File: src/rtl/gf2m_digit_serial_mul.sv
// Digit-serial GF(2^M) multiplier, MSB-first interleaved reduction, DIG bits of bi per clock.
// Optional macro GF2M_MUL_ACC_EN adds a ci input and returns (ai*bi mod g) ^ ci.
module gf2m_digit_serial_mul #(
  parameter int M   = 32,
  parameter int DIG = 4
) (
  input  logic         clk,
  input  logic         rst,
  input  logic         in_valid,
  output logic         in_ready,
  input  logic [M-1:0] ai,
  input  logic [M-1:0] bi,
  input  logic [M-1:0] gi,
`ifdef GF2M_MUL_ACC_EN
  input  logic [M-1:0] ci,
`endif
  output logic         out_valid,
  input  logic         out_ready,
  output logic [M-1:0] po,
  output logic         busy
);

  localparam int NCYC = (M + DIG - 1) / DIG;
  localparam int CW   = (NCYC > 1) ? $clog2(NCYC) : 1;
  localparam logic [CW-1:0] CNT_LAST = CW'(NCYC - 1);

  localparam logic [1:0] S_IDLE = 2'd0;
  localparam logic [1:0] S_RUN  = 2'd1;
  localparam logic [1:0] S_DONE = 2'd2;

  logic [1:0]    r_state;
  logic [CW-1:0] r_cnt;
  logic [M-1:0]  r_a;
  logic [M-1:0]  r_b;
  logic [M-1:0]  r_g;
  logic [M-1:0]  r_acc;
  logic [M-1:0]  r_po;
  logic          r_out_valid;
  logic          r_busy;
  logic [M-1:0]  r_c;

  logic          w_accept;
  logic          w_last;
  logic [M-1:0]  w_acc_next;
  logic [M-1:0]  w_result;

  // Steps past bit 0 (short final digit) leave the accumulator untouched.
  function automatic logic [M-1:0] digit_step(input logic [M-1:0] acc, input logic [M-1:0] a,
                                              input logic [DIG-1:0] bt, input logic [M-1:0] g,
                                              input logic [CW-1:0] cnt);
    logic [M-1:0] x;
    int base;
    x    = acc;
    base = int'(cnt) * DIG;
    for (int j = 0; j < DIG; j++) begin
      if (base + j < M) begin
        x = {x[M-2:0], 1'b0} ^ (x[M-1] ? g : {M{1'b0}}) ^ (bt[DIG-1-j] ? a : {M{1'b0}});
      end else begin
        x = x;
      end
    end
    return x;
  endfunction

  assign in_ready   = (r_state == S_IDLE) | ((r_state == S_DONE) & out_ready);
  assign w_accept   = in_valid & in_ready;
  assign w_last     = (r_state == S_RUN) && (r_cnt == CNT_LAST);
  assign w_acc_next = digit_step(r_acc, r_a, r_b[M-1 -: DIG], r_g, r_cnt);

`ifdef GF2M_MUL_ACC_EN
  assign w_result = w_acc_next ^ r_c;
`else
  assign w_result = w_acc_next;
`endif

  // Operand capture and per-digit accumulation; bi is shifted so its next digit sits at the top.
  always_ff @(posedge clk) begin
    if (!rst) begin
      r_a   <= {M{1'b0}};
      r_b   <= {M{1'b0}};
      r_g   <= {M{1'b0}};
      r_c   <= {M{1'b0}};
      r_acc <= {M{1'b0}};
      r_cnt <= {CW{1'b0}};
    end else if (w_accept) begin
      r_a   <= ai;
      r_b   <= bi;
      r_g   <= gi;
`ifdef GF2M_MUL_ACC_EN
      r_c   <= ci;
`else
      r_c   <= {M{1'b0}};
`endif
      r_acc <= {M{1'b0}};
      r_cnt <= {CW{1'b0}};
    end else if (r_state == S_RUN) begin
      r_acc <= w_acc_next;
      r_b   <= r_b << DIG;
      r_cnt <= r_cnt + CW'(1);
    end else begin
      r_acc <= r_acc;
      r_b   <= r_b;
      r_cnt <= r_cnt;
    end
  end

  // Control FSM and registered result/handshake outputs.
  always_ff @(posedge clk) begin
    if (!rst) begin
      r_state     <= S_IDLE;
      r_po        <= {M{1'b0}};
      r_out_valid <= 1'b0;
      r_busy      <= 1'b0;
    end else begin
      case (r_state)
        S_IDLE: begin
          if (w_accept) begin
            r_state <= S_RUN;
            r_busy  <= 1'b1;
          end else begin
            r_state <= S_IDLE;
          end
        end
        S_RUN: begin
          if (w_last) begin
            r_state     <= S_DONE;
            r_po        <= w_result;
            r_out_valid <= 1'b1;
            r_busy      <= 1'b0;
          end else begin
            r_state <= S_RUN;
          end
        end
        S_DONE: begin
          if (out_ready) begin
            r_out_valid <= 1'b0;
            if (w_accept) begin
              r_state <= S_RUN;
              r_busy  <= 1'b1;
            end else begin
              r_state <= S_IDLE;
            end
          end else begin
            r_state <= S_DONE;
          end
        end
        default: begin
          r_state     <= S_IDLE;
          r_out_valid <= 1'b0;
          r_busy      <= 1'b0;
        end
      endcase
    end
  end

  assign out_valid = r_out_valid;
  assign po        = r_po;
  assign busy      = r_busy;

endmodule

File: config.mk
export PLATFORM = sky130hd
export DESIGN_NAME = gf2m_digit_serial_mul
export DESIGN_NICKNAME = d
export VERILOG_FILES = /design/src/rtl/gf2m_digit_serial_mul.sv
export SDC_FILE = /design/constraint.sdc
export NUM_CORES = 1
export LEC_CHECK = 0
export ABC_AREA = 1
export BUFFER_PORTS_ARGS = -buffer_cell sky130_fd_sc_hd__buf_2
export CAP_MARGIN = 30
export CORE_ASPECT_RATIO = 1.2
export CORE_MARGIN = 5
export CORE_UTILIZATION = 43
export DETAILED_ROUTE_END_ITERATION = 8
export GPL_TIMING_DRIVEN = 0
export PLACE_DENSITY = 0.64
export SETUP_SLACK_MARGIN = 0.15
export SKIP_LAST_GASP = 1
export SYNTH_ARGS = -nofsm -noshare
export SYNTH_HDL_FRONTEND = slang
export SYNTH_SLANG_ARGS = --single-unit
File: constraint.sdc
create_clock -name clk -period 3.1 [get_ports clk]
set_input_delay 0.62 -clock clk [delete_from_list [all_inputs] [get_ports clk]]
set_output_delay 0.62 -clock clk [all_outputs]
set_load 0.02 [all_outputs]
==> metrics.txt, run 1 <==
Post-Layout Cell Count 2472; number of cells in the design after placement 2440; maxcap violations 0; Die Ht 188 um; Routed Antenna Nets 0; routed wire length 36400 um; critical path arrival roughly 2.8 ns; first-pass GRT wire length 58800 um; commonest cells in the netlist 825 x nand2_1, 297 x inv_1, 260 x nand3_1, 167 x dfxtp_1, 105 x a21oi_1; clk_lat worst skew 0.44 ns; clock transition at the registers of the reported paths 0.07 ns; detailed-route wire length per cell 14.7 um; Post-synth EDFFs 0; Register Area 3340 um2; Area contributors post-synth dfxtp_1 29%, nand2_1 27%, nand3_1 11%, inv_1 9.8%, a21oi_1 4.6%; cells along the critical path buf_2 > nand2_1 > nand2_1 > nand2_1 > nand2_1 > nand2_2 > inv_2 > buf_4 > nand3_1 > nand2_1 > nand2_1 > nand2_1 > nand2_1 > nand2_1 > inv_1 > nand2_1 > nand3_1 > nand2_1 > inv_1; Multi-input gate area 6380 um2; vias in the first global route 11618; worst setup margin 0.676 ns; Netlist cell types 29; worst reg2reg setup slack ~0.68 ns; final-report setup violation count 0; DIE AREA 29800 um2; vias per std cell between 5 and 6; core area approximately 26000 um2; Worst Hold Launch ai[30]; Final Max Tran Viols 0; total design power 6.03 mW; Placed Area ~12000 um2; crit-path max FO 10; PwrDens approximately 460 nW/um2; total number of vias 12499; CP max-delay cell dfxtp_1; Final period util 0.782; final setup skew a little over 0.01 ns; fin area about 13000 um2; outcome finished clean; largest net degree at the start of global routing 17; worst hold endpoint r_a[30]; Pleak 6.72 nW; count leader, synth nand2_1; Worst path top cell family by delay simple AND/OR/NAND/NOR gates; Setup Buffers After CTS 0; Starting Density 0.434; clk buf depth 2; critical path class reg2reg; DIE WIDTH roughly 160 um; Critical R2R Capture po[25]; Reg2Reg Launch Point r_acc[31]; share of cells above drive strength 1 0.114; Layout Utilization 0.500; Syn Nets 2073; Crit path buffers/inverters 5; headroom to the max-slew limit 0.490; # rows 65; post-synth top area share 0.294; post-CTS sizing 0; Fmax 413 MHz; fin crit period 2.42 ns; hold_buf cts 0; dpl hpwl 27100 um; CTS tree done; boundary pin count 135; FILL cells 2833; Initial DRC Count 751; clock root cell clkbuf_16; clock sinks 167; pre-CTS setup slack 0.369 ns; Critical Path RT 3.44 ns; crit end category flip-flop; TNS Setup 0 ns; actual slew at the worst max-slew pin 0.766 ns; Seq/Total Area, Yosys 0.294; RSZ-0062 raised after global routing no; Hold Path Class in2reg; Inserted Clock Buffers 17; Post-synth top flop dfxtp_1; hold_ws between 0.4 and 0.5 ns; gate count of the mapped netlist roughly 2000; #FFs+latches synth around 170; residual DRC count 0; Synth Cell Area about 11000 um2; GRT Total Usage 0.247; diodes inserted 0; Hold Path Depth 3; area leader, netlist dfxtp_1; final hold vios 0; crit-path most repeated cell nand2_1; Port Buffers 134; Worst R2R Path Depth 19; iteration count of the initial detailed-routing pass 5; maximum vdd drop around 0.00038 V; gr ovfl total 0; Final #Nets 2226; GPL Wtd Cong 0.893; Worst Setup Start Kind flip-flop; CTS HTree Levels 4; Synth Warn # 0; post-synthesis average cell area 5.77 um2; max incr delay on CP 0.30 ns; Syn-to-layout area delta 15.2%; initial antenna violation count 1; FFs w/ async S/R, synth 0
## sequential cells by signal, summed over array words and instances (netlist names)
signal and flops:
busy 1, r_g 32, r_cnt 3, r_b 32, po 32, r_state 2, r_acc 32, out_valid 1
r_a 32
## kinds of logic (layout without fill, tap and decap cells)
group | Yosys count | count (layout) | share of synthesized area
AND/OR/NAND/NOR | 1124 | 1124 | 0.414
buffers and inverters | 412 | 578 | 0.145
AO/OA/AOI/OAI | 233 | 233 | 0.120
flip-flops | 167 | 167 | 0.294
XOR/XNOR | 33 | 33 | 0.0254
adder cells (fa/ha/maj) | 2 | 2 | 0.00220
## report_power, final
group | switching (mW) | internal (mW) | total [mW] | leakage (nW)
Sequential | 0.137 | 2.27 | 2.40 | 1.37
Clock | 0.994 | 1.39 | 2.38 | 0.313
Combinational | 0.851 | 0.399 | 1.25 | 5.04
Total | 1.98 | 4.05 | 6.03 | 6.72
## worst reg2reg max path: cells and delay by family (launching register included)
family | cells | cell delay (ns)
flops | 1 | 0.30
simple gates | 14 | 1.20
buf+inv | 5 | 0.82
## worst max path at each step
stage          startpoint  endpoint  slack, ns  cells after the start
2_1_floorplan   out_ready   r_b[28]       0.94                      8
3_3_place_gp    out_ready   r_a[31]       0.31                      9
3_5_place_dp    out_ready   r_a[31]       0.37                      9
4_1_cts        r_state[1]   r_a[31]       0.68                      9
5_1_grt        r_state[1]   r_a[24]       0.38                      9
6_report        r_acc[31]    po[25]       0.68                     19
## layout make-up
cell class | count | share of cell area
Tap cell | 335 | 0.0320
Clock buffer | 19 | 0.0338
Multi-Input combinational cell | 1392 | 0.487
Inverter | 322 | 0.0924
Sequential cell | 167 | 0.255
Clock inverter | 13 | 0.0146
Timing Repair Buffer | 134 | 0.0512
Buffer | 90 | 0.0333
## placed cells by master (no fill, tap or decap), types with 7 or more instances in the layout
master     count
a21oi_1      105
buf_6          7
o21a_1        31
inv_1        297
clkbuf_16     17
clkbuf_1      52
xor2_1        30
clkinv_1      11
buf_2        158
nand3_1      260
nand2_1      825
nand3_2       20
dfxtp_1      167
o21ai_0       37
inv_2         14
o21bai_1      28
nor2_1        11
a31oi_1       28
## layer usage
layer,wire (um),part of all wire,up-vias,track usage
met5,11,0.00030,-,0
met4,1060,0.029,2,0.0830
met3,2410,0.066,73,0.0425
met2,17400,0.48,368,0.421
met1,15600,0.43,5640,0.314
li1,-,-,6416,-
Power figures use the tool's default switching activity.
==> inputs of run 2 (changes only) <==
--- a/config.mk
+++ b/config.mk
@@ -13,7 +13,7 @@
 export CORE_UTILIZATION = 43
 export DETAILED_ROUTE_END_ITERATION = 8
 export GPL_TIMING_DRIVEN = 0
-export PLACE_DENSITY = 0.64
+export PLACE_DENSITY = 0.66
 export SETUP_SLACK_MARGIN = 0.15
 export SKIP_LAST_GASP = 1
 export SYNTH_ARGS = -nofsm -noshare
==> constraint.sdc (replaced) <==
create_clock -name clk -period 2.2 [get_ports clk]
set_input_delay 0.44 -clock clk [delete_from_list [all_inputs] [get_ports clk]]
set_output_delay 0.44 -clock clk [all_outputs]
set_load 0.02 [all_outputs]
==> metrics.txt, run 2 (synthesis results as in run 1) <==
outcome finished clean; clock root cell clkbuf_16; detailed-route wire length per cell roughly 16 um; max incr delay on CP 0.34 ns; PwrDens 609 nW/um2; Routed Antenna Nets 0; Port Buffers 134; largest net degree at the start of global routing 17; Hold Path Class in2reg; initial antenna violation count 0; clk_lat worst skew 0.45 ns; actual slew at the worst max-slew pin slightly below 0.8 ns; cells along the critical path buf_6 > nand2_2 > inv_1 > nand2_1 > nand3_1 > nand2_2 > inv_2 > nand2_4 > buf_6 > a21oi_4 > nand2_8 > clkbuf_16 > nand3_2 > clkinv_1 > nand2_2 > nand3_2 > nand2_1 > inv_1; boundary pin count 135; worst setup margin roughly 0.0089 ns; crit end category flip-flop; RSZ-0062 raised after global routing yes; Die Ht 188 um; routed wire length slightly below 40000 um; Final #Nets 2250; critical path class reg2reg; final setup skew 0.0132 ns; Syn-to-layout area delta 28.9%; CTS HTree Levels 4; Final period util 0.996; Fmax 456 MHz; Inserted Clock Buffers 17; Initial DRC Count 959; diodes inserted 0; pre-CTS setup slack -0.382 ns; most frequent cells in the layout 748 x nand2_1, 293 x inv_1, 205 x nand3_1; residual DRC count 0; first-pass GRT wire length about 60000 um; total number of vias 13018; FILL cells 2571; critical path arrival 2.53 ns; clk buf depth 2; Critical Path RT 2.54 ns; vias in the first global route 11997; Placed Area 12500 um2; gr ovfl total 0; final hold vios 0; Pleak 7.26 nW; Crit path buffers/inverters 7; CTS tree done; crit-path most repeated cell nand2_2; clock transition at the registers of the reported paths 0.08 ns; number of cells in the design after placement 2440; Final Max Tran Viols 0; final-report setup violation count 0; Layout Utilization 0.559; Worst Setup Start Kind flip-flop; # rows 65; core area 26200 um2; Starting Density 0.434; Post-Layout Cell Count 2496; GRT Total Usage 0.252; fin crit period 2.19 ns; hold_ws 0.232 ns; dpl hpwl 27500 um; DIE WIDTH 158 um; maximum vdd drop 0.000554 V; crit-path max FO 8; DIE AREA 29800 um2; hold_buf cts 0; Worst path top cell family by delay simple AND/OR/NAND/NOR gates; maxcap violations 0; clock sinks 167; vias per std cell 5.22; fin area between 10000 and 15000 um2; iteration count of the initial detailed-routing pass 5; headroom to the max-slew limit 0.478; GPL Wtd Cong slightly below 0.9; share of cells above drive strength 1 0.217; CP max-delay cell dfxtp_2; most common cell after layout, fill and taps aside nand2_1
## run 2: cell count changes in the layout (fill, tap and decap cells not counted), moves of 9 or more
cell and change:
dfxtp_1 -9, clkbuf_2 +14, nand2_1 -77, o21bai_4 +14
nand3_1 -55, o21bai_1 -20, nand3_2 +45, nand2_2 +67
buf_8 +9, nand3_4 +10, clkbuf_1 -18, buf_2 -17
buf_12 +13
## run 2: per-layer routing
metal | track usage | vias up | share of wire
li1 | - | 6490 | -
met1 | 0.314 | 5908 | 0.40
met2 | 0.435 | 518 | 0.49
met3 | 0.0402 | 102 | 0.072
met4 | 0.0948 | 0 | 0.039
met5 | 0 | - | 0
## run 2: final timing paths
path	startpoint	to	slack, ns	cells after the start
setup / recovery	r_b[31]	r_acc[11]	0.009	18
hold / removal	ai[8]	r_a[8]	0.23	3
setup reg to reg	r_b[31]	r_acc[11]	0.009	18
hold reg to reg	busy	busy	0.46	2
## run 2: worst min-delay path: cells and delay by family
| family | cells | cell delay, ns |
|---|---|---|
| AND/OR/NAND/NOR | 1 | 0.05 |
| AO/OA/AOI/OAI | 1 | 0.05 |
| buffers and inverters | 1 | 0.09 |
## run 2: area by class of cell
class	count	area, um2	share of cell area
multi-input combinational	1392	7250	0.495
sequential	167	3360	0.230
inverter	322	1220	0.0836
timing repair buffer	159	1090	0.0743
buffer	89	688	0.0470
clock buffer	18	429	0.0293
tap	335	419	0.0286
clock inverter	14	186	0.0127
## run 2: through the flow
stage | setup TNS [ns] | power [mW]
finish | 0 | 8.92
global route | -1.25 | 9.32
CTS | 0 | 8.64
detailed placement | -24.62 | 5.20
global placement | -22.74 | 5.16
floorplan | 0 | 4.61
## run 2: repair_timing
| action | CTS | global route |
|---|---|---|
| pin swaps | 15 | 55 |
| gates resized for setup | 97 | 224 |
| gates cloned | 3 | 6 |
| endpoints found under the setup margin | 142 | 130 |
| buffers inserted | 14 | 2 |
## run 2: where the power goes
group	internal, mW	total [mW]	switching (mW)
Clock	1.82	3.26	1.44
Combinational	0.827	2.25	1.43
Sequential	3.19	3.41	0.212
==> inputs of run 3 (changes only) <==
--- a/config.mk
+++ b/config.mk
@@ -10,10 +10,10 @@
 export CAP_MARGIN = 30
 export CORE_ASPECT_RATIO = 1.2
 export CORE_MARGIN = 5
-export CORE_UTILIZATION = 43
+export CORE_UTILIZATION = 40
 export DETAILED_ROUTE_END_ITERATION = 8
 export GPL_TIMING_DRIVEN = 0
-export PLACE_DENSITY = 0.66
+export PLACE_DENSITY = 0.63
 export SETUP_SLACK_MARGIN = 0.15
 export SKIP_LAST_GASP = 1
 export SYNTH_ARGS = -nofsm -noshare
==> metrics.txt, run 3 (synthesis results as in run 1) <==
outcome finished clean; core area 28000 um2; Critical Path RT approximately 2.6 ns; first-pass GRT wire length 60200 um; pre-CTS setup slack -0.424 ns; Fmax approximately 470 MHz; clock root cell clkbuf_16; vias in the first global route 11959; diodes inserted 0; actual slew at the worst max-slew pin just under 0.7 ns; Routed Antenna Nets 0; most frequent cells in the layout 686 x nand2_1, 270 x inv_1, 172 x nand3_1; Comb pwr share 0.269; boundary pin count around 140; met1 wire length 16400 um; GRT Total Usage 0.236; CTS tree done; Starting Density 0.406; total number of vias 13124; CTS HTree Levels 4; detailed-route wire length per cell ~16 um; GPL Wtd Cong 0.892; # rows 67; critical path class reg2reg; residual DRC count 0; PwrDens 597 nW/um2; DIE AREA 31900 um2; P_sw 3.27 mW; total design power slightly above 9 mW; worst setup margin 0.0505 ns; iteration count of the initial detailed-routing pass 9; headroom to the max-slew limit 0.538; final setup skew 0.0113 ns; Final #Nets 2251; Final period util 0.977; clock transition at the registers of the reported paths approximately 0.08 ns; initial antenna violation count 1; gr ovfl total 0; met2 routed WL ~20000 um; fin crit period 2.15 ns; Int Pwr 5.83 mW; critical path arrival 2.51 ns; clk buf depth 2; clock sinks 167; maximum vdd drop 0.000537 V; maxcap violations 0; dpl hpwl 27600 um; clk_lat worst skew approximately 0.46 ns; routed wire length 40600 um; crit-path max FO 6; Syn-to-layout area delta 34.0%; vias per std cell 5.16; final-report setup violation count 0; WL met3 2860 um; Max Used Layer met5; largest net degree at the start of global routing 18; Reg power frac 0.376; crit end category flip-flop; share of cells above drive strength 1 0.278; Port Buffers 134; hold_buf cts 0; Pleak about 7.5 nW; Final Max Tran Viols 0; RSZ-0062 raised after global routing yes; clock power share 0.355; most common cell after layout, fill and taps aside nand2_1; Worst Setup Start Kind flip-flop; final hold vios 0; DIE WIDTH about 160 um; Hold Path Class in2reg; Inserted Clock Buffers 17; Net Sw Frac 0.360; FILL cells around 2800; Initial DRC Count around 920; Die Ht 195 um
==> run 3: per-layer routing <==
layer / GRT usage / vias to the layer above
met5: 0 / -
met4: 0.104 / 2
met3: 0.0415 / 123
met2: 0.402 / 459
met1: 0.290 / 6056
li1: - / 6484
==> run 3: layout make-up <==
type / count / area, um2 / area share
Buffer: 90 / 743 / 0.0488
Clock buffer: 17 / 425 / 0.0279
Clock inverter: 15 / 179 / 0.0117
Inverter: 322 / 1240 / 0.0812
Multi-Input combinational cell: 1393 / 7720 / 0.507
Sequential cell: 167 / 3360 / 0.220
Tap cell: 379 / 474 / 0.0311
Timing Repair Buffer: 158 / 1090 / 0.0719
==> run 3: worst paths after layout <==
path	startpoint	end	slack (ns)	depth (start not counted)
max	r_b[29]	r_acc[14]	0.05	18
min	ai[29]	r_a[29]	0.22	3
min reg2reg	busy	busy	0.46	2
max reg2reg	r_b[29]	r_acc[14]	0.05	18
==> run 3: power by group through the flow <==
stage / logic [mW] / clock network, mW / registers, mW
final: 2.44 / 3.23 / 3.42
after global routing: 2.67 / 3.38 / 3.44
after CTS: 1.96 / 3.28 / 3.38
after detailed placement: 1.75 / 0 / 3.45
after global placement: 1.72 / 0 / 3.45
after floorplan: 1.23 / 0 / 3.39
==> run 3: through the flow <==
step | TNS, ns | cells | util | hold WS (ns) | instance area [um2]
2_1_floorplan | 0 | 1971 | - | 0.441 | 11400
3_3_place_gp | -23.30 | 2484 | 0.447 | 0.439 | 12500
3_5_place_dp | -24.71 | 2484 | 0.447 | 0.446 | 12500
4_1_cts | 0 | 2531 | 0.486 | 0.215 | 13600
5_1_grt | -0.330 | 2541 | 0.544 | 0.215 | 15200
6_report | 0 | 2541 | 0.544 | 0.219 | 15200
==> run 3: what timing repair did <==
item,4_1_cts,5_1_grt
setup buffers,12,1
endpoints found under the setup margin,142,148
pin swaps,18,113
cloned,3,9
resized for setup,95,398
==> run 3: worst max-delay path, cell delays in order (launching register included) <==
cell and delay [ns]:
dfxtp_2 0.36, buf_6 0.14, nand2_1 0.06, nand2_1 0.10, nand2_1 0.08, nand2_2 0.09
nand2_2 0.05, nand2_2 0.09, nand2_2 0.06, nand2_2 0.08, nand2_4 0.08, nand2_8 0.12
buf_12 0.13, clkbuf_16 0.15, nand3_2 0.11, nand2_2 0.10, nand3_2 0.11, nand2_1 0.10
inv_1 0.04
